### src/rtl/uart_receiver.sv
// 8-bit UART receiver: start, 8 data bits LSB first, even parity, one stop bit.
// Each bit is sampled at its centre. Results are published one cycle after the stop sample.
module uart_receiver #(
    parameter int CLK_FREQ  = 50_000_000,
    parameter int BAUD_RATE = 115200
) (
    input  logic       clk,
    input  logic       reset,
    input  logic       rx_in,
    output logic [7:0] rx_data,
    output logic       rx_valid,
    output logic       rx_busy,
    output logic       parity_err,
    output logic       frame_err
);

    localparam int TICKS_PER_BIT = CLK_FREQ / BAUD_RATE;
    localparam int HALF          = TICKS_PER_BIT / 2;
    localparam int TW            = $clog2(TICKS_PER_BIT) + 1;
    localparam logic [TW-1:0] HALF_END = TW'(HALF - 1);
    localparam logic [TW-1:0] BIT_END  = TW'(TICKS_PER_BIT - 1);

    typedef enum logic [2:0] {IDLE, START, DATA, PARITY, STOP} state_t;

    state_t        state;
    logic          rx_m, rx_s, rx_p;
    logic [TW-1:0] timer;
    logic [2:0]    bit_cnt;
    logic [7:0]    shift;
    logic          par_bit;
    logic          stop_bad;
    logic          done;

    // Synchronizer flops and the edge-detect copy reset high so that release never looks like a start edge.
    always_ff @(posedge clk or negedge reset) begin
        if (!reset) begin
            rx_m <= 1'b1;
            rx_s <= 1'b1;
            rx_p <= 1'b1;
        end else begin
            rx_m <= rx_in;
            rx_s <= rx_m;
            rx_p <= rx_s;
        end
    end

    always_ff @(posedge clk or negedge reset) begin
        if (!reset) begin
            state      <= IDLE;
            timer      <= '0;
            bit_cnt    <= '0;
            shift      <= '0;
            par_bit    <= 1'b0;
            stop_bad   <= 1'b0;
            done       <= 1'b0;
            rx_data    <= 8'h00;
            rx_valid   <= 1'b0;
            rx_busy    <= 1'b0;
            parity_err <= 1'b0;
            frame_err  <= 1'b0;
        end else begin
            // Publish the finished frame. The shift register is safe here because
            // a new frame cannot sample a data bit this early.
            rx_valid <= done;
            done     <= 1'b0;
            if (done) begin
                rx_data    <= shift;
                parity_err <= par_bit ^ (^shift);
                frame_err  <= stop_bad;
            end

            case (state)
                IDLE: begin
                    if (rx_p && !rx_s) begin
                        timer   <= '0;
                        state   <= START;
                        rx_busy <= 1'b1;
                    end
                end
                START: begin
                    if (timer == HALF_END) begin
                        timer <= '0;
                        if (rx_s) begin
                            state   <= IDLE;
                            rx_busy <= 1'b0;
                        end else begin
                            state   <= DATA;
                            bit_cnt <= '0;
                        end
                    end else begin
                        timer <= timer + TW'(1);
                    end
                end
                DATA: begin
                    if (timer == BIT_END) begin
                        timer   <= '0;
                        shift   <= {rx_s, shift[7:1]};
                        bit_cnt <= bit_cnt + 3'd1;
                        if (bit_cnt == 3'd7) state <= PARITY;
                    end else begin
                        timer <= timer + TW'(1);
                    end
                end
                PARITY: begin
                    if (timer == BIT_END) begin
                        timer   <= '0;
                        par_bit <= rx_s;
                        state   <= STOP;
                    end else begin
                        timer <= timer + TW'(1);
                    end
                end
                STOP: begin
                    if (timer == BIT_END) begin
                        timer    <= '0;
                        stop_bad <= !rx_s;
                        done     <= 1'b1;
                        state    <= IDLE;
                        rx_busy  <= 1'b0;
                    end else begin
                        timer <= timer + TW'(1);
                    end
                end
                default: begin
                    state   <= IDLE;
                    rx_busy <= 1'b0;
                end
            endcase
        end
    end

endmodule

### config.mk
export PLATFORM = sky130hd
export DESIGN_NAME = uart_receiver
export DESIGN_NICKNAME = d
export VERILOG_FILES = /design/src/rtl/uart_receiver.sv
export SDC_FILE = /design/constraint.sdc
export NUM_CORES = 1
export LEC_CHECK = 0
export BUFFER_PORTS_ARGS = -buffer_cell sky130_fd_sc_hd__buf_2
export CAP_MARGIN = 20
export CORE_MARGIN = 5
export CORE_UTILIZATION = 59
export DETAILED_ROUTE_END_ITERATION = 8
export GPL_TIMING_DRIVEN = 0
export PLACE_DENSITY = 0.76
export SYNTH_ARGS = -nofsm -noshare
export SYNTH_HDL_FRONTEND = slang
export SYNTH_SLANG_ARGS = --single-unit
### constraint.sdc
create_clock -name clk -period 2.3 [get_ports clk]
set_input_delay 0 -clock clk [delete_from_list [all_inputs] [get_ports clk]]
set_output_delay 0 -clock clk [all_outputs]
set_load 0.02 [all_outputs]
==> summary.md, run 1 <==
### Critical path
- worst path arrival time: 2170 ps
- start-to-end type of the worst setup path: reg2reg
- register-to-register setup slack: 380 ps
- Startpoint Class: register
- required time of the worst setup path: 2550 ps
- kind of end point of the critical path: register
- highest net fanout along the worst path: 10
- first element of the critical path: timer[0]$_DFFE_PN0P_
- reg-to-reg startpoint: timer[0]$_DFFE_PN0P_

### Finish
- area overhead of the layout relative to synthesis: 10.6%
- number of nets in the finished design: 206
- # diodes: 0
- number of standard cells in the final layout excluding fillers: 245
- number of filler cells placed in the layout: 257
- ratio of cells with drive above 1 in the final layout: 33.7%

### Pwr
- net switching power figure: 504 uW
- PD cells: 717 mW/mm^2
- switching part of the total power: 29.8%
- part of the power in the clock network: 27.9%
- VDD IR max: 0.000504 V
- part of the power in registers: 53.8%
- power share of the combinational group: 18.3%
- internal cell power: 1.19 mW
- static leakage: 1.14 nW
- total power after layout: 1.70 mW

### Die
- Die Y-Extent: 70.2 um
- starting utilization of the core area: 62.6%
- Die ar.: 0.00493 mm^2
- area inside the core boundary: 0.00342 mm^2
- I/O Pins: 15
- number of core rows: 21
- die span in x: 70.2 um

### GRT
- number of global-route vias before repair: 1444
- Tot GR Track Use: 17.5%
- GRT overflow: 0
- maximum number of pins on one net before global-route repair: 43
- wire length of the first global-routing pass: 6870 um
- number of antenna violations at the first check in global routing: 0

### STA
- Least-Margin Pin Slew: 901 ps
- worst slew slack as a fraction of its limit: 39.9%
- Achievable Freq: 0.521 GHz
- setup repair after global routing missed its margin: no
- worst-case setup margin in the final layout: 381 ps
- Final Hold Violating Endpoints: 0
- final number of setup-violating endpoints: 0
- worst setup skew after layout: 9.85 ps
- Final Max Slew Viols: 0
- Fin Setup TNS: 0 ps
- final cycle utilization of the critical path: 83.4%
- Period minus WS final: 1920 ps

### Clock tree
- clock root buffer: clkbuf_4
- H-Tree Depth: 2
- maximum buffer depth of the clock tree: 2
- CTS hold repair buffers: 2
- Clock transition at path regs: 130 ps
- Num Clock Sinks: 42
- clk_lat worst skew: 360 ps
- TritonCTS Buffers: 5
- clock tree from TritonCTS: yes
- post-cts sizing count: 0
- total setup buffers inserted after CTS: 0

### Routing
- remaining antenna violation count: 0
- detail-routed net length per standard cell: 16.3 um
- number of iterations in the first detailed-routing pass: 4
- uppermost layer routed: met4
- routed metal-1 wirelength: 1790 um
- met3 WL: 211 um
- total number of vias: 1478
- detailed route wirelength on metal2: 1950 um
- Iteration-0 DRC Markers: 191
- # DRC: 0
- Via density: 6.03
- total wire length: 4010 um

### Synth
- post-synthesis share of cell area spent on xor and xnor gates: 3.51%
- post-synthesis simple-gate area fraction: 16.3%
- mux cell area share after synthesis: 11.6%
- Compound-Gate Fraction of Synth Area: 12.5%
- main combinational cell family by area after synthesis: simple AND/OR/NAND/NOR gates
- dominant register cell in the synthesized netlist: dfrtp_1
- count of distinct cell types in the synthesized netlist: 57
- Yosys warning total: 0
- asr flop ratio synth: 100%
- post-synthesis instance area: 0.00214 mm^2
- cells after synthesis: 175
- Mean Syn Cell Area: 12.2 um^2
- number of register bits inferred by synthesis: 42
- EDFF count, synth: 0
- sequential share of the synthesized area: 49.3%
- adder and majority gate portion of the synthesized area: 2.93%
- net count after synthesis: 183

### Placed design
- worst slack, placed: 381 ps
- placed cell count: 235
- buffers added on ports: 14
- detailed-placement wirelength estimate: 2860 um
- GPL Wtd Cong: 0.858

### Run
- maxcap violations: 0

### Worst hold path
- min-delay src: rx_in
- worst hold path type: in2reg

### Outcome
- result of the run: complete, no violations

## cell type report
class	instances	area, um^2	area share, %
plain buffers	7	53.8	2.28
well taps	46	57.6	2.43
inverters	7	26.3	1.11
flip-flops and latches	42	1050	44.6
multi-input cells	119	1000	42.4
repair buffers	16	90.1	3.81
clock inverters	2	37.5	1.59
clock buffers	6	41.3	1.75
## stage by stage
step / cell area, um^2 / hold WS [ps] / util [%]
2_1_floorplan: 2140 / -296 / -
6_report: 2360 / 274 / 69.2
3_3_place_gp: 2270 / 105 / 66.3
3_5_place_dp: 2270 / 107 / 66.3
4_1_cts: 2360 / 267 / 69.2
5_1_grt: 2360 / 259 / 69.2
## final timing paths
kind / end / cells after the start
max: state[1]$_DFFE_PN0P_ / 6
max reg2reg: state[1]$_DFFE_PN0P_ / 6
min reg2reg: rx_s$_DFF_PN1_ / 0
min: rx_m$_DFF_PN1_ / 2
min in group asynchronous: timer[7]$_DFFE_PN0P_ / 2
max in group asynchronous: timer[3]$_DFFE_PN0P_ / 2
## flip-flops by register name, indices dropped and copies added (netlist names)
signal	flops
timer	10
rx_data	8
shift	8
bit_cnt	3
state	3
done	1
frame_err	1
par_bit	1
parity_err	1
rx_busy	1
rx_m	1
rx_p	1
rx_s	1
rx_valid	1
stop_bad	1
## Yosys cell counts, types with 2 or more instances
cell type	instances	area share, %
o21ai_0	13	3.0
clkbuf_1	2	0.35
mux2i_1	2	0.94
nor3_1	2	0.47
buf_6	3	1.6
nand4_1	3	0.88
nor2b_1	4	1.2
a22oi_1	2	0.70
or2_2	4	1.2
dfstp_2	3	3.7
o211ai_1	2	0.70
inv_1	7	1.2
nand3_1	7	1.6
dfrtp_1	39	46
a22o_1	3	1.2
nor2_1	2	0.35
o31ai_1	2	0.70
o22ai_1	3	0.88
nand2_1	7	1.2
ha_1	5	2.9
xnor2_1	5	2.0
mux2_2	18	9.5
and4bb_2	2	1.2
a21o_1	2	0.70
## cell families (layout without fill, tap and decap cells)
logic type	count (synthesis)	in the layout
multiplexers	22	22
flip-flops	42	42
buffers and inverters	14	38
AND/OR/NAND/NOR	49	49
adder cells (fa/ha/maj)	5	5
XOR/XNOR	7	7
AO/OA/AOI/OAI	36	36
## cells in the final DEF, fill, tap and decap left out, drive strengths merged, types with 3 or more instances in the layout
cell,instances
nand2,8
o22ai,3
ha,5
a22o,3
nand3,7
nor3b,3
nor2,3
inv,7
xnor2,5
or2,4
dfstp,3
nor2b,4
clkbuf,8
nand4,3
o21ai,13
buf,19
mux2,20
dfrtp,39
## per-layer routing
metal / vias up / track usage [%]
met5: - / 0
met4: 0 / 7.02
met3: 8 / 5.02
met2: 43 / 26.7
met1: 733 / 23.6
li1: 694 / -
## power by group through the flow
stage / Clock, mW / Sequential [mW] / Combinational, mW
after floorplan: 0 / 0.902 / 0.240
after global placement: 0 / 0.916 / 0.290
after detailed placement: 0 / 0.922 / 0.305
after CTS: 0.479 / 0.909 / 0.312
after global routing: 0.516 / 0.925 / 0.350
final: 0.473 / 0.912 / 0.310
## critical path, stage by stage, from the launching register on
cell	delay, ps
dfrtp_1	460
ha_1	220
and4bb_2	250
a32oi_2	260
buf_6	180
nor2_4	60
a311o_1	370
Note: power is estimated with default switching activity, not from simulation.
==> inputs of run 2 (changes only) <==
==> constraint.sdc (replaced) <==
create_clock -name clk -period 1.8 [get_ports clk]
set_input_delay 0 -clock clk [delete_from_list [all_inputs] [get_ports clk]]
set_output_delay 0 -clock clk [all_outputs]
set_load 0.02 [all_outputs]
==> summary.md, run 2 (synthesized netlist as in run 1, its figures left out) <==
### Pwr
- VDD IR max: 0.000648 V, +29%
- static leakage: 1.21 nW, +6.6%
- PD cells: 891 mW/mm^2, +24%

### Finish
- top flop regs: timer (10), rx_data (8), shift (8)
- most common cell after layout, fill and taps aside: dfrtp_1
- number of standard cells in the final layout excluding fillers: 258, +5.3%
- max FFs per register: 10, unchanged
- final standard cell utilization of the core: 75.2%, +6.0 points
- largest reg by FF count: timer
- commonest cells after routing, fill and taps aside: 36 x dfrtp_1, 17 x mux2_2, 14 x buf_4, 14 x buf_2, 11 x o21ai_0
- post-route cell area: 0.00257 mm^2, +8.7%
- number of nets in the finished design: 219, +6.3%
- ratio of cells with drive above 1 in the final layout: 44.3%, +11 points
- area overhead of the layout relative to synthesis: 20.2%
- # diodes: 0, unchanged

### Clock tree
- clock root buffer: clkbuf_4
- maximum buffer depth of the clock tree: 2, unchanged
- TritonCTS Buffers: 5, unchanged
- clk_lat worst skew: 350 ps, about the same
- H-Tree Depth: 2, unchanged
- Num Clock Sinks: 42, unchanged
- Clock transition at path regs: 130 ps, about the same
- clock tree from TritonCTS: yes

### Critical path
- required time of the worst setup path: 2040 ps, -510 ps
- kind of end point of the critical path: register
- reg-to-reg startpoint: state[1]$_DFFE_PN0P_
- start-to-end type of the worst setup path: reg2reg
- worst path arrival time: 2030 ps, -140 ps
- Startpoint Class: register
- register-to-register setup slack: 20 ps, -360 ps
- Worst Reg2Reg Path Length in Cells: 6, unchanged
- delay of the slowest cell on the worst path: 410 ps, -50 ps
- worst-path cell chain: buf_6 > or3b_4 > a32oi_4 > buf_6 > nor2_4 > a311o_1
- cell repeated most along the worst path: buf_6
- first element of the critical path: state[1]$_DFFE_PN0P_
- reg-to-reg endpoint: state[1]$_DFFE_PN0P_
- slowest CP cell: dfrtp_1
- highest net fanout along the worst path: 8, -2

### Placed design
- GPL Wtd Cong: 0.858, unchanged
- worst slack, placed: -119 ps, -500 ps
- placed cell count: 235, unchanged
- detailed-placement wirelength estimate: 2860 um, unchanged
- post-placement cell area: 0.00227 mm^2, unchanged
- buffers added on ports: 14, unchanged

### Routing
- detail-routed net length per standard cell: 18.1 um, +11%
- Iteration-0 DRC Markers: 153, -20%
- remaining antenna violation count: 0, unchanged
- total wire length: 4660 um, +16%
- total number of vias: 1578, +6.8%
- Via density: 6.12, +1.4%
- number of iterations in the first detailed-routing pass: 4, unchanged
- # DRC: 0, unchanged

### Die
- Die Y-Extent: 70.2 um, unchanged
- Die ar.: 0.00493 mm^2, unchanged
- number of core rows: 21, unchanged
- area inside the core boundary: 0.00342 mm^2, unchanged
- I/O Pins: 15, unchanged
- starting utilization of the core area: 62.6%, unchanged
- die span in x: 70.2 um, unchanged

### STA
- Final Hold Violating Endpoints: 0, unchanged
- Least-Margin Pin Slew: 898 ps, -2.91 ps
- Period minus WS final: 1780 ps, -135 ps
- final number of setup-violating endpoints: 0, unchanged
- worst slew slack as a fraction of its limit: 40.1%, +0.19 points
- worst setup skew after layout: 6.24 ps, -3.60 ps
- Achievable Freq: 0.561 GHz, +7.6%
- setup repair after global routing missed its margin: yes
- Fin Setup TNS: 0 ps, unchanged
- Final Max Slew Viols: 0, unchanged
- worst-case setup margin in the final layout: 16.7 ps, -365 ps
- final cycle utilization of the critical path: 99.1%, +16 points

### GRT
- number of antenna violations at the first check in global routing: 0, unchanged
- fraction of met1 tracks used by global routing: 24.3%, +0.76 points
- met3 track demand over resource in global routing: 3.73%, -1.3 points
- wire length of the first global-routing pass: 7100 um, +3.4%
- Tot GR Track Use: 18.2%, +0.64 points
- maximum number of pins on one net before global-route repair: 43, unchanged
- number of global-route vias before repair: 1497, +3.7%
- GRT overflow: 0, unchanged
- layer with the highest usage after global routing: met2
- met2 usage: 28.6%, +2.0 points

### Worst hold path
- min-delay src: rx_in
- worst hold stages: 2, unchanged
- sink of the worst hold path: rx_m$_DFF_PN1_
- worst hold path type: in2reg

### Outcome
- result of the run: complete, no violations

### Run
- maxcap violations: 0, unchanged

[run 2: changes by cell type in the layout (fill, tap and decap cells not counted), sizes merged]
cell  delta
buf     +13
[run 2: routing by layer]
metal | vias to the layer above | share of wire, %
met5 | - | 0
met2 | 51 | 52
met4 | 0 | 0.90
met1 | 805 | 42
li1 | 717 | -
met3 | 5 | 5.0
[run 2: repair_timing]
action                     CTS  global route
gates resized for setup      1            26
buffers inserted             8             6
hold buffers                 2             0
pin swaps                    1            10
setup endpoints to repair   14            22
hold endpoints to repair    40             0
[run 2: final cells by class]
type                            instances  area, um^2
Tap cell                               46        57.6
Timing Repair Buffer                   30         203
Fill cell                             223         846
Sequential cell                        42        1060
Clock buffer                            6        41.3
Clock inverter                          2        37.5
Inverter                                7        26.3
Buffer                                  6        48.8
Multi-Input combinational cell        119        1100
[run 2: stage by stage]
step	hold slack [ps]	total power, mW
after floorplan	-296	1.46
after global placement	105	1.54
after detailed placement	107	1.57
after CTS	267	2.21
after global routing	268	2.40
final	280	2.29
[run 2: worst max-delay path, delay by kind of cell (launching register included)]
| kind | cells | cell delay, ps |
|---|---|---|
| AO/OA/AOI/OAI | 2 | 500 |
| flip-flops | 1 | 410 |
| buffers and inverters | 2 | 300 |
| AND/OR/NAND/NOR | 2 | 460 |
[run 2: worst max-delay path by stage]
stage | end | depth (start not counted)
2_1_floorplan | stop_bad$_DFFE_PN0P_ | 7
3_3_place_gp | state[1]$_DFFE_PN0P_ | 6
3_5_place_dp | state[1]$_DFFE_PN0P_ | 6
4_1_cts | timer[3]$_DFFE_PN0P_ | 4
5_1_grt | state[1]$_DFFE_PN0P_ | 6
6_report | state[1]$_DFFE_PN0P_ | 6
[run 2: power by group]
part	total, mW	switching (mW)	internal, mW
Combinational	0.514	0.262	0.252
Sequential	1.17	0.128	1.04
Clock	0.606	0.313	0.293
==> inputs of run 3 (changes only) <==
--- a/config.mk
+++ b/config.mk
@@ -5,13 +5,14 @@
 export SDC_FILE = /design/constraint.sdc
 export NUM_CORES = 1
 export LEC_CHECK = 0
+export ABC_AREA = 1
 export BUFFER_PORTS_ARGS = -buffer_cell sky130_fd_sc_hd__buf_2
 export CAP_MARGIN = 20
 export CORE_MARGIN = 5
-export CORE_UTILIZATION = 59
+export CORE_UTILIZATION = 60
 export DETAILED_ROUTE_END_ITERATION = 8
 export GPL_TIMING_DRIVEN = 0
-export PLACE_DENSITY = 0.76
+export PLACE_DENSITY = 0.77
 export SYNTH_ARGS = -nofsm -noshare
 export SYNTH_HDL_FRONTEND = slang
 export SYNTH_SLANG_ARGS = --single-unit
==> summary.md, run 3 <==
### Critical path
- worst path arrival time: 1820 ps, -210 ps
- slowest CP cell: dfrtp_1
- required time of the worst setup path: 1980 ps, -60 ps
- worst-path cell chain: inv_1 > ha_1 > inv_1 > nor3_2 > nand3_1 > nand2_2 > nand2_4 > inv_2 > o22ai_1
- register-to-register setup slack: 160 ps, +140 ps
- buffering stage count on the worst path with inverters included: 3, +1
- start-to-end type of the worst setup path: reg2reg
- cell repeated most along the worst path: inv_1
- category of cells accounting for the largest share of critical-path delay: simple AND/OR/NAND/NOR gates
- Startpoint Class: register
- reg-to-reg startpoint: timer[1]$_DFFE_PN0P_
- highest net fanout along the worst path: 7, -1
- kind of end point of the critical path: register
- delay of the slowest cell on the worst path: 430 ps, +20 ps
- first element of the critical path: timer[1]$_DFFE_PN0P_

### Placed design
- detailed-placement wirelength estimate: 2990 um, +4.5%
- GPL Wtd Cong: 0.915, +6.7%
- buffers added on ports: 14, unchanged
- post-placement cell area: 0.00239 mm^2, +5.5%

### Finish
- final standard cell utilization of the core: 68.5%, -6.8 points
- number of filler cells placed in the layout: 297, +33%
- largest reg by FF count: timer
- commonest cells after routing, fill and taps aside: 89 x nand2_1, 39 x dfrtp_1, 31 x inv_1, 20 x nor2_1, 17 x nand3_1
- area overhead of the layout relative to synthesis: 10.8%
- ratio of cells with drive above 1 in the final layout: 21.6%, -23 points
- number of nets in the finished design: 312, +42%
- top flop regs: timer (10), rx_data (8), shift (8)
- area taken by flip-flops and latches: 0.00105 mm^2, -0.36%
- max FFs per register: 10, unchanged
- area of the multi-input gates: 0.00104 mm^2, -5.6%
- post-route cell area: 0.00251 mm^2, -2.5%
- most common cell after layout, fill and taps aside: nand2_1
- # diodes: 0, unchanged

### Clock tree
- total setup buffers inserted after CTS: 0, -8
- H-Tree Depth: 2, unchanged
- clock root buffer: clkbuf_8
- TritonCTS Buffers: 5, unchanged
- Num Clock Sinks: 42, unchanged
- clock tree from TritonCTS: yes
- Clock transition at path regs: 80 ps, -50 ps
- clk_lat worst skew: 300 ps, -50 ps
- maximum buffer depth of the clock tree: 2, unchanged

### Synth
- adder and majority gate portion of the synthesized area: 2.77%, -0.16 points
- Yosys warning total: 0, unchanged
- post-synthesis instance area: 0.00226 mm^2, +5.7%
- top post-synthesis cells by count: 89 x nand2_1, 39 x dfrtp_1, 31 x inv_1
- dominant register cell in the synthesized netlist: dfrtp_1
- net count after synthesis: 289, +58%
- cells after synthesis: 281, +61%
- sequential share of the synthesized area: 46.7%, -2.7 points
- Compound-Gate Fraction of Synth Area: 10.2%, -2.3 points
- dominant cell by count in the synthesized netlist: nand2_1
- number of register bits inferred by synthesis: 42, unchanged
- post-synthesis share of cell area spent on xor and xnor gates: 0.387%, -3.1 points
- Mean Syn Cell Area: 8.05 um^2, -34%
- count of distinct cell types in the synthesized netlist: 33, -42%
- post-synthesis simple-gate area fraction: 32.5%, +16 points
- Yosys top cell area share: 43.2%, -2.5 points
- EDFF count, synth: 0, unchanged
- main combinational cell family by area after synthesis: simple AND/OR/NAND/NOR gates
- mux cell area share after synthesis: 0%, -12 points
- asr flop ratio synth: 100%, unchanged
- cell type with the largest total area after synthesis: dfrtp_1
- top area cells in the synthesized netlist: dfrtp_1 43%, nand2_1 15%, inv_1 5.1%, nand3_1 3.8%, nand2_2 3.6%

### Pwr
- VDD IR max: 0.000644 V, -0.67%
- switching part of the total power: 36.7%, +6.0 points
- part of the power in the clock network: 25.6%, -0.9 points
- internal cell power: 1.57 mW, -1.2%
- net switching power figure: 908 uW, +29%
- PD cells: 987 mW/mm^2, +11%
- part of the power in registers: 44.0%, -7.1 points
- power share of the combinational group: 30.4%, +7.9 points
- static leakage: 1.29 nW, +6.1%

### STA
- Least-Margin Pin Slew: 901 ps, +2.88 ps
- Fin Setup TNS: 0 ps, unchanged
- final number of setup-violating endpoints: 0, unchanged
- worst slew slack as a fraction of its limit: 40.0%, -0.19 points
- worst setup skew after layout: 4.80 ps, -1.44 ps
- final cycle utilization of the critical path: 91.0%, -8.0 points
- Post-Route Hold Slack: 340 ps, +59.6 ps
- Achievable Freq: 0.610 GHz, +8.8%
- Final Hold Violating Endpoints: 0, unchanged
- setup repair after global routing missed its margin: no
- Final Max Slew Viols: 0, unchanged
- Period minus WS final: 1640 ps, -145 ps

### GRT
- layer with the highest usage after global routing: met2
- number of global-route vias before repair: 1747, +17%
- wire length of the first global-routing pass: 7580 um, +6.8%
- met3 track demand over resource in global routing: 4.77%, +1.0 points
- GRT overflow: 0, unchanged
- maximum number of pins on one net before global-route repair: 43, unchanged
- fraction of met1 tracks used by global routing: 22.6%, -1.7 points
- met2 usage: 31.6%, +3.0 points
- number of antenna violations at the first check in global routing: 0, unchanged
- Tot GR Track Use: 18.4%, +0.26 points

### Routing
- remaining antenna violation count: 0, unchanged
- total wire length: 4100 um, -12%
- # DRC: 0, unchanged
- Iteration-0 DRC Markers: 93, -39%
- detail-routed net length per standard cell: 11.6 um, -36%
- Via density: 5.02, -18%
- number of iterations in the first detailed-routing pass: 4, unchanged
- total number of vias: 1772, +12%

### Die
- Die ar.: 0.00510 mm^2, +3.4%
- die span in x: 71.4 um, +1.7%
- area inside the core boundary: 0.00366 mm^2, +7.2%
- I/O Pins: 15, unchanged
- Die Y-Extent: 71.4 um, +1.7%
- starting utilization of the core area: 61.8%, -0.84 points
- number of core rows: 22, +4.8%

### Run
- maxcap violations: 0, unchanged

### Worst hold path
- worst hold path type: in2reg
- min-delay src: rx_in

### Outcome
- result of the run: complete, no violations

[run 3: cell count changes in the layout (fill, tap and decap cells not counted), sizes merged, moves of 14 or more]
cell / before / now
nand2: 8 / 103
inv: 7 / 35
mux2: 20 / 0
nor2: 3 / 22
buf: 32 / 18
[run 3: area by class of cell]
class,instances,share of cell area (%)
repair buffers,16,3.59
flip-flops and latches,42,42.1
well taps,48,2.40
multi-input cells,199,41.3
clock buffers,6,3.30
inverters,35,5.24
plain buffers,5,1.55
clock inverters,2,0.499
[run 3: metal layers]
metal,routed length [um],part of all wire [%]
met5,0,0
met4,55,1.3
met3,140,3.4
met2,1970,48
met1,1930,47
[run 3: kinds of logic after synthesis]
logic type	count (synthesis)
AND/OR/NAND/NOR	158
flip-flops	42
buffers and inverters	40
AO/OA/AOI/OAI	35
adder cells (fa/ha/maj)	5
XOR/XNOR	1
[run 3: power by group through the flow]
stage               combinational, mW  clock, mW  sequential [mW]
global placement                0.736          0             1.10
detailed placement              0.754          0             1.11
CTS                             0.760      0.651             1.09
finish                          0.752      0.633             1.09
floorplan                       0.578          0             1.10
global route                    0.859      0.700             1.10
[run 3: final timing paths]
check	to	depth (start not counted)
worst max-delay path	timer[7]$_DFFE_PN0P_	9
worst min-delay path	rx_m$_DFF_PN1_	2
worst max register to register	timer[7]$_DFFE_PN0P_	9
worst min register to register	rx_s$_DFF_PN1_	0
max in group asynchronous	rx_busy$_DFFE_PN0P_	2
min in group asynchronous	rx_data[5]$_DFFE_PN0P_	2
[run 3: timing repair]
item                      4_1_cts  5_1_grt
gates resized for setup         0        0
hold buffers                    2        0
hold endpoints to repair       40        0
[run 3: stage by stage]
| stage | std cells | power [mW] | setup slack (ps) |
|---|---|---|---|
| floorplan | 281 | 1.68 | 398 |
| global placement | 343 | 1.84 | 193 |
| detailed placement | 343 | 1.86 | 156 |
| CTS | 353 | 2.50 | 149 |
| global route | 353 | 2.66 | 26.1 |
| finish | 353 | 2.47 | 161 |
